**config.mk**
```make
export PLATFORM = sky130hd
export DESIGN_NAME = md5_dispatch_match
export DESIGN_NICKNAME = d
export VERILOG_FILES = /design/src/rtl/md5_pkg.sv /design/src/rtl/md5_dispatch_match_rr_idle_pick.sv /design/src/rtl/md5_dispatch_match.sv
export SDC_FILE = /design/constraint.sdc
export NUM_CORES = 2
export LEC_CHECK = 0
export ABC_AREA = 1
export CORE_AREA = 2 2 626 628
export CTS_BUF_LIST = sky130_fd_sc_hd__clkbuf_16
export DETAILED_ROUTE_END_ITERATION = 16
export DIE_AREA = 0 0 628 630
export GPL_TIMING_DRIVEN = 0
export PLACE_DENSITY = 0.33
export SLEW_MARGIN = 15
export SYNTH_ARGS = -nofsm -noshare
export SYNTH_HDL_FRONTEND = slang
export SYNTH_SLANG_ARGS = --single-unit
```
**constraint.sdc**
```tcl
create_clock -name clk -period 10.7 [get_ports clk]
set_clock_uncertainty 0.2 [all_clocks]
set_input_delay 2.14 -clock clk [delete_from_list [all_inputs] [get_ports clk]]
set_output_delay 2.14 -clock clk [all_outputs]
set_load 0.01 [all_outputs]
```
**src/rtl/md5_pkg.sv**
```systemverilog
// Shared widths, FSM encoding and a small saturating-add helper for the
// MD5 candidate dispatcher and result matcher.
package md5_pkg;

   localparam int MD5_MSG_W    = 448;
   localparam int MD5_DIGEST_W = 128;
   localparam int MATCH_CNT_W  = 8;

   typedef enum logic [1:0] {
      ST_IDLE  = 2'd0,
      ST_RUN   = 2'd1,
      ST_DRAIN = 2'd2,
      ST_DONE  = 2'd3
   } state_e;

   // Add a per-cycle hit count (at most 16) to the 8-bit match counter,
   // clamping at 255.
   function automatic logic [MATCH_CNT_W-1:0] sat_add8(
      input logic [MATCH_CNT_W-1:0] acc,
      input logic [4:0]             inc
   );
      logic [MATCH_CNT_W:0] sum;
      sum = {1'b0, acc} + {4'b0000, inc};
      return sum[MATCH_CNT_W] ? {MATCH_CNT_W{1'b1}} : sum[MATCH_CNT_W-1:0];
   endfunction

endpackage

```
**src/rtl/md5_dispatch_match_rr_idle_pick.sv**
```systemverilog
// Round-robin first-idle selector: starting at the pointer and wrapping,
// grant the first core whose busy bit is clear.
module rr_idle_pick #(
   parameter int N     = 4,
   parameter int PTR_W = 2
) (
   input  logic [N-1:0]     busy_i,
   input  logic [PTR_W-1:0] ptr_i,
   output logic [N-1:0]     grant_o,
   output logic             found_o
);

   int               idx;
   logic [PTR_W-1:0] sel;

   // Scan N positions from the pointer; the first idle core wins.
   // NOTE: every output and temporary gets a default before the loop so no latch is inferred.
   always_comb begin
      grant_o = '0;
      found_o = 1'b0;
      idx     = 0;
      sel     = '0;
      for (int k = 0; k < N; k++) begin
         idx = int'(ptr_i) + k;
         if (idx >= N) begin
            idx = idx - N;
         end
         sel = PTR_W'(idx);
         if (!found_o && !busy_i[sel]) begin
            grant_o[sel] = 1'b1;
            found_o      = 1'b1;
         end
      end
   end

endmodule

```
**src/rtl/md5_dispatch_match.sv**
```systemverilog
// Dispatches padded candidate blocks to a pool of MD5 cores, tracks which
// cores are busy, and compares returned digests against a target hash.
module md5_dispatch_match
   import md5_pkg::*;
#(
   parameter int NUM_CORES = 4,
   parameter int TAG_W     = 16,
   parameter int LEN_W     = 16
) (
   input  logic                              clk,
   input  logic                              reset,
   input  logic                              start,
   input  logic [MD5_DIGEST_W-1:0]           target_hash,
   input  logic [MD5_MSG_W-1:0]              in_msg,
   input  logic [LEN_W-1:0]                  in_len,
   input  logic [TAG_W-1:0]                  in_tag,
   input  logic                              in_valid,
   input  logic                              in_last,
   output logic                              in_ready,
   output logic [MD5_MSG_W-1:0]              core_msg,
   output logic [LEN_W-1:0]                  core_len,
   output logic [NUM_CORES-1:0]              core_valid,
   input  logic [NUM_CORES*MD5_DIGEST_W-1:0] core_digest,
   input  logic [NUM_CORES-1:0]              core_done,
   output logic                              done,
   output logic                              match,
   output logic [TAG_W-1:0]                  match_tag,
   output logic [MATCH_CNT_W-1:0]            match_count,
   output logic                              protocol_err
);

   localparam int PTR_W = (NUM_CORES > 1) ? $clog2(NUM_CORES) : 1;

   state_e                   state_q, state_d;
   logic [MD5_DIGEST_W-1:0]  target_q;
   logic [NUM_CORES-1:0]     busy_q, busy_d;
   logic [PTR_W-1:0]         ptr_q, ptr_d;
   logic [TAG_W-1:0]         tag_q [NUM_CORES];

   logic [MD5_MSG_W-1:0]     core_msg_q;
   logic [LEN_W-1:0]         core_len_q;
   logic [NUM_CORES-1:0]     core_valid_q;
   logic                     done_q;
   logic                     match_q;
   logic [TAG_W-1:0]         match_tag_q;
   logic [MATCH_CNT_W-1:0]   match_count_q;
   logic                     perr_q;

   logic [NUM_CORES-1:0]     grant;
   logic                     found;
   logic                     accept;
   logic                     start_ok;
   logic [PTR_W-1:0]         grant_idx;
   logic [NUM_CORES-1:0]     done_ok;
   logic [NUM_CORES-1:0]     done_bad;
   logic [4:0]               hit_cnt;
   logic                     any_hit;
   logic [TAG_W-1:0]         first_tag;

   rr_idle_pick #(
      .N     (NUM_CORES),
      .PTR_W (PTR_W)
   ) u_pick (
      .busy_i  (busy_q),
      .ptr_i   (ptr_q),
      .grant_o (grant),
      .found_o (found)
   );

   assign in_ready = (state_q == ST_RUN) && found;
   assign accept   = in_valid && in_ready;
   // start is honoured only between batches; in RUN/DRAIN it is dropped.
   assign start_ok = start && ((state_q == ST_IDLE) || (state_q == ST_DONE));

   // Convert the one-hot grant into the index used to advance the pointer.
   always_comb begin
      grant_idx = '0;
      for (int i = 0; i < NUM_CORES; i++) begin
         if (grant[i]) begin
            grant_idx = PTR_W'(i);
         end
      end
   end

   // Qualify completions against the busy map, count hits and pick the
   // tag of the lowest-index hitting core (descending scan, last write wins).
   always_comb begin
      done_ok   = core_done & busy_q;
      done_bad  = core_done & ~busy_q;
      hit_cnt   = '0;
      any_hit   = 1'b0;
      first_tag = '0;
      for (int i = NUM_CORES - 1; i >= 0; i--) begin
         if (done_ok[i] &&
             (core_digest[i*MD5_DIGEST_W +: MD5_DIGEST_W] == target_q)) begin
            hit_cnt   = hit_cnt + 5'd1;
            any_hit   = 1'b1;
            first_tag = tag_q[i];
         end
      end
   end

   // Busy map and round-robin pointer: completions clear, an issue sets;
   // an issue to a core completing in the same cycle leaves it busy.
   always_comb begin
      busy_d = busy_q & ~done_ok;
      ptr_d  = ptr_q;
      if (accept) begin
         busy_d = busy_d | grant;
         if (grant_idx == PTR_W'(NUM_CORES - 1)) begin
            ptr_d = '0;
         end else begin
            ptr_d = grant_idx + PTR_W'(1);
         end
      end
   end

   // Batch FSM next-state logic.
   always_comb begin
      state_d = state_q;
      case (state_q)
         ST_IDLE:  if (start) state_d = ST_RUN;
         ST_RUN:   if (accept && in_last) state_d = ST_DRAIN;
         ST_DRAIN: if (busy_q == '0) state_d = ST_DONE;
         ST_DONE:  if (start) state_d = ST_RUN;
         default:  state_d = ST_IDLE;
      endcase
   end

   // FSM, busy map, pointer and the registered issue bus.
   // NOTE: sequential state uses non-blocking assignment so every register samples pre-edge values.
   always_ff @(posedge clk) begin
      if (reset) begin
         state_q      <= ST_IDLE;
         busy_q       <= '0;
         ptr_q        <= '0;
         core_valid_q <= '0;
         core_msg_q   <= '0;
         core_len_q   <= '0;
      end else begin
         state_q      <= state_d;
         busy_q       <= busy_d;
         ptr_q        <= ptr_d;
         core_valid_q <= accept ? grant : '0;
         if (accept) begin
            core_msg_q <= in_msg;
            core_len_q <= in_len;
         end
      end
   end

   // Per-core tag storage, written on issue.
   // NOTE: no reset here; a tag is only read while its busy bit is set, and busy is reset.
   always_ff @(posedge clk) begin
      for (int i = 0; i < NUM_CORES; i++) begin
         if (accept && grant[i]) begin
            tag_q[i] <= in_tag;
         end
      end
   end

   // Target latch and result registers; cleared by an accepted start.
   always_ff @(posedge clk) begin
      if (reset) begin
         target_q      <= '0;
         match_q       <= 1'b0;
         match_tag_q   <= '0;
         match_count_q <= '0;
         done_q        <= 1'b0;
      end else begin
         done_q <= (state_d == ST_DONE);
         if (start_ok) begin
            target_q      <= target_hash;
            match_q       <= 1'b0;
            match_tag_q   <= '0;
            match_count_q <= '0;
         end else begin
            if (any_hit && !match_q) begin
               match_q     <= 1'b1;
               match_tag_q <= first_tag;
            end
            match_count_q <= sat_add8(match_count_q, hit_cnt);
         end
      end
   end

   // Sticky flag for a completion strobe from a core that was not busy.
   always_ff @(posedge clk) begin
      if (reset) begin
         perr_q <= 1'b0;
      end else if (done_bad != '0) begin
         perr_q <= 1'b1;
      end
   end

   assign core_msg     = core_msg_q;
   assign core_len     = core_len_q;
   assign core_valid   = core_valid_q;
   assign done         = done_q;
   assign match        = match_q;
   assign match_tag    = match_tag_q;
   assign match_count  = match_count_q;
   assign protocol_err = perr_q;

endmodule
```
---- Yosys cells after proc, flatten, opt, wreduce, memory -nomap -nowiden ----
Memories as Yosys holds them, arrays and structs flattened.
Cells that the tools add are included.
storage, ports and cells
  flip-flop bits (word level) ............. 631
  bits in latches ......................... 0
  RAM bits ................................ 64
  memory bits (read-only) ................. 0
  logic and storage cells ................. 159
  memories kept ........................... 1
memory list
  memory  depth  width  rd ports  clocked after Yosys merged registers in  write ports  line                      text
  tag_q   4      16     4         0                                        1            md5_dispatch_match.sv:38  logic [TAG_W-1:0] tag_q [NUM_CORES];
cells by class
  add/subtract/negate cells ............... 12
  multiply operators ...................... 0
  divide/modulo/power cells ............... 0
  $lt $le $gt $ge ......................... 12
  equality and inequality tests ........... 9
  shift-type cells ........................ 0
  muxes and demuxes ....................... 67
  bitwise operators ....................... 10
  reductions and logical operators ........ 36
operator list
  kind                 number
  $eq 128x128->1       4
  $mux 16              7
  $reduce_or 16->1     3
  $mux 1               29
  $mux 2               13
  $logic_and 1x1->1    20
  $mux 4               5
  $or 4x4->4           4
  $add 5x1->5 const B  3
  $mux 5               3
  $and 4x4->4          3
  $lt 2x3->1 const B   4
  $add 8x5->9          1
  $ge 3x3->1 const B   3
  $bmux 1 s2           4
  $demux 1 s2          4
  $eq 2x2->1 const B   4
  $ge 2x1->1 const B   4
  $mux 8               1
  $not 4->4            2
  $sub 2x1->2 const B  4
  $add 2x2->3 const B  2
  $logic_not 1->1      6
  $pmux 2 s3           1
  other kinds (10)     12

---- Longest topological paths before layout ----
  word-level depth ........................ 23
  depth in mapped cells ................... 31
  mapped depth without buffers ............ 29

---- Modules after synthesis ----
A second synthesis with hierarchy kept.
unflattened totals
  cell total of the unflattened synthesis .. 5146
  area, all modules ....................... 34350.4 sq um
modules (own cells, without submodules)
  module              instances  cells each  area an instance (sq um)
  md5_dispatch_match  1          5083        33947.6
  rr_idle_pick        1          63          402.9

---- Worst setup path before layout ----
No wires, ideal clock.
  kind .................................... in2reg
  start point ............................. input core_digest[348]
  end point ............................... register match_count_q[5] (netlist: match_count[5])
  setup time .............................. 115 ps
  data arrival time ....................... 5520 ps
  required time ........................... 10385 ps
  path slack .............................. 4865 ps
  cell stages on the path ................. 30
  path buffers ............................ 1
  cell sequence ........................... inv_1 > nand2_1 > nand2_1 > nor2_1 > nand2_1 > nor2_1 > nand2_1 > nor2_2 > nand3_2 > nor2_4 > inv_2 > buf_6 > ha_1 > or2_2 > nand2_1 > inv_1 > ha_1 > nor2_1 > a21oi_1 > fa_1 > a21oi_1 > nor2_1 > nor2_1 > nor2_1 > inv_1 > nor2_1 > inv_1 > o21ai_0 > o21ai_0 > inv_1
between the ends
  cells in the longest elaborated chain, start to end .. 9
ends and longest elaborated chain
  element               line                       text
  start, declared       md5_dispatch_match.sv:23   input logic [NUM_CORES*MD5_DIGEST_W-1:0] core_digest,
  $eq 128x128->1 *      md5_dispatch_match.sv:95   (core_digest[i*MD5_DIGEST_W +: MD5_DIGEST_W] == target_q)) begin
  $logic_and 1x1->1 *   md5_dispatch_match.sv:94   if (done_ok[i] &&
  $mux 5 *              md5_dispatch_match.sv:94
  $add 5x1->5           md5_dispatch_match.sv:96   hit_cnt = hit_cnt + 5'd1;
  $mux 5 *              md5_dispatch_match.sv:94
  $add 5x1->5           md5_dispatch_match.sv:96
  $mux 5 *              md5_dispatch_match.sv:94
  $add 8x5->9 *         md5_pkg.sv:23              sum = {1'b0, acc} + {4'b0000, inc};
  $mux 8 *              md5_pkg.sv:24              return sum[MATCH_CNT_W] ? {MATCH_CNT_W{1'b1}} : sum[MATCH_CNT_W-1:0];
  end signal, assigned  md5_dispatch_match.sv:182  match_count_q <= sat_add8(match_count_q, hit_cnt);
  end, declared         md5_dispatch_match.sv:46   logic [MATCH_CNT_W-1:0] match_count_q;
Every way passes the cells marked *; elsewhere a longest branch is shown, timed or not.
A chain may end at the register's enable or synchronous reset.

---- Final worst setup path ----
  start point ............................. input core_digest[318]
  end point ............................... register match_count_q[5] (netlist: match_count[5])
The elaborated chain is that of the path after synthesis.

==> results.cfg <==
[routing]
drc = 0
vias = 40900
drt-wirelength-per-cell_um = 33.3
wl_um = 395000
ant_nets = 0
avgViaCountPerCell = 3.45
drt_iter0_markers = 3006
first_pass_iters = 5

[pwr]
cellLeakagePower_nw = 21.7
vdd_drop_max_mv = 0.142
power_density_nw_per_um2 = 202

[placement]
place_hpwl_um = 353000
dp_worst_setup_slack_ns = 1.85
place.gp.congestion = 0.977
numPortBuffers = 1624

[status]
status = completed

[clock_network]
cts_tree = built
cts.sinks = 695
cts_htree_levels = 3
clk_pin_slew_ns = 0.06
hold_buffers = 0
cts_resized = 0
clk_latency_ns = 0.82
root_buffer = clkbuf_16
cts_made_buffers = 110
post_cts_buffers = 0
clockBufferDepth = 4

[global_route]
grt_max_degree = 20
grtUsageTotal_pct = 19.2
antenna_found_initial = 264
grt_overflow = 0
grt_pass1_vias = 40200
grt_pass1_wl_um = 484000

[layout]
area_growth_pct = 81.3
drive_above_1_share_pct = 5.95
utilization_pct = 15.3
fin_nets = 7651
fill_cells = 44600

[min_path]
hp-class = reg -> reg

[yosys]
syn_inst = 4764
yosysSeqAreaShare_pct = 44.3
synth_top_area_cell = dfxtp_1
synthTopCellsByCount = 1810 x nand2_1, 638 x a21oi_1, 631 x dfxtp_1
async_flop_share_pct = 0
yosysWarnings = 0
syn-cell-area_um2 = 32900
synth_nets = 5908
synth-seq-cells = 695
yosysUniqueCellTypes = 45
netlist_top_cells_area = dfxtp_1 38%, nand2_1 21%, a21oi_1 9.7%
synth_flop_cell = dfxtp_1
syn_avg_cell_area_um2 = 6.90
yosysTopAreaCellShare_pct = 38.4
synth_edf_count = 64
post-synth-top-count-cell = nand2_1

[setup_path]
crit_fanout = 11
required_ns = 11.26
cp-end-kind = flip-flop
worstSetupStartpointType = primary input
cp.arrival_ns = 8.43
reg2reg_slack_ns = 3.93
worstSetupPathType = in -> reg

[floorplan]
io_pins = 1625
start_util_pct = 8.46
num_rows = 229
die_w_um = 628
core-area_um2 = 388000
fp.dieArea_um2 = 396000
chipHeight_um = 630

[sta]
max_slew.worst_pin.slew_ns = 1.28
rsz0062_at_grt = false
finalSetupViolCount = 0
min_period_ns = 7.87
slew_headroom_pct = 13.8
finalHoldViolCount = 0
tns_ns = 0
timing.final.ws_setup_ns = 2.83
post-route-period-util_pct = 73.5
fmax_mhz = 127
maxSlewViolCount = 0

[flow_run]
cap_violations = 0
==> through the flow <==
stage | area (µm²) | hold slack [ns] | cells | total power (W)
2_1_floorplan | 32900 | 0.282 | 4764 | 0.00508
3_3_place_gp | 55600 | 0.253 | 11600 | 0.00826
3_5_place_dp | 55700 | 0.255 | 11600 | 0.00826
4_1_cts | 59400 | 0.263 | 11800 | 0.0122
5_1_grt | 59400 | 0.274 | 11800 | 0.0125
6_report | 59600 | 0.262 | 11900 | 0.0120
==> layer usage <==
layer / vias to the layer above / track usage [%] / share of wire, %
met4: 108 / 5.68 / 3.4
met5: - / 0 / 0.18
met3: 597 / 7.07 / 8.8
met2: 2018 / 33.4 / 48
li1: 18700 / - / -
met1: 19500 / 21.7 / 39
==> report_power, final <==
part | internal [W] | total (W) | switching, W
Combinational | 0.00149 | 0.00447 | 0.00297
Clock | 0.00223 | 0.00385 | 0.00162
Sequential | 0.00304 | 0.00370 | 0.000663
Total | 0.00676 | 0.0120 | 0.00525
==> worst max-delay path, stage by stage <==
cell and delay [ns]:
clkdlybuf4s50_1 0.42, xnor2_1 0.79, nand2_1 0.26, nor3_1 0.19
nand2_1 0.08, nor2_1 0.23, nand3_1 0.36, nor2_4 0.55
inv_2 0.20, buf_6 0.20, ha_1 0.32, or2_2 0.30
nand2_1 0.09, inv_1 0.05, ha_1 0.29, nor2_1 0.11
a21oi_1 0.08, fa_1 0.43, a21oi_1 0.17, nor2_1 0.06
nor2_1 0.27, nor2_1 0.11, inv_1 0.12, nor2_1 0.08
inv_1 0.14, o21ai_0 0.12, o21ai_0 0.16, inv_1 0.05
==> cells by family after synthesis <==
family	Yosys count	share of synthesized area, %
flip-flops	695	44.3
AND/OR/NAND/NOR	2266	26.8
buffers and inverters	659	8.83
adder cells (fa/ha/maj)	15	0.594
other	1	0.0114
XOR/XNOR	178	4.74
AO/OA/AOI/OAI	950	14.8
==> cell type report <==
class / count / area, µm² / area share (%)
repair buffers: 1631 / 16400 / 27.4
multi-input cells: 3410 / 15400 / 25.9
flip-flops and latches: 695 / 14600 / 24.4
well taps: 5197 / 6500 / 10.9
clock buffers: 110 / 2750 / 4.62
inverters: 429 / 1620 / 2.71
plain buffers: 230 / 1300 / 2.18
clock inverters: 87 / 897 / 1.51
diodes: 74 / 185 / 0.311
==> placed cells by master (no fill, tap or decap), types with 21 or more instances in the layout <==
| cell type | synthesis | layout |
|---|---|---|
| nand2_1 | 1810 | 1810 |
| o21ai_1 | 24 | 42 |
| nor3_1 | 22 | 22 |
| clkdlybuf4s50_1 | 0 | 1624 |
| buf_6 | 27 | 29 |
| buf_4 | 33 | 36 |
| nand4_1 | 42 | 42 |
| clkbuf_1 | 98 | 87 |
| buf_2 | 63 | 63 |
| clkbuf_16 | 0 | 110 |
| nand3_1 | 50 | 50 |
| nor2_1 | 315 | 313 |
| xnor2_1 | 119 | 119 |
| edfxtp_1 | 64 | 64 |
| o21ai_0 | 245 | 227 |
| xor2_1 | 59 | 59 |
| o22ai_1 | 21 | 21 |
| inv_1 | 380 | 400 |
| inv_2 | 47 | 47 |
| dfxtp_1 | 631 | 631 |
| diode_2 | 0 | 74 |
| a21oi_1 | 638 | 638 |
==> sequential cells by signal, indices dropped and copies added (netlist names), 2 cells and up <==
register     flops
tag_q           64
core_msg       448
target_q       128
match_count      8
ptr_q            2
core_len        16
state_q          2
busy_q           4
match_tag       16
core_valid       4
==> path summary, 6_finish.rpt <==
path | cells after the start | from | endpoint
setup / recovery | 28 | core_digest[318] | match_count[5]$_SDFF_PP0_
hold / removal | 2 | core_msg[286]$_SDFFE_PP0P_ | core_msg[286]$_SDFFE_PP0P_
setup reg to reg | 28 | target_q[16]$_SDFFE_PP0P_ | match_count[5]$_SDFF_PP0_
hold reg to reg | 2 | core_msg[286]$_SDFFE_PP0P_ | core_msg[286]$_SDFFE_PP0P_
No activity file was read; power rests on OpenSTA's default activity.
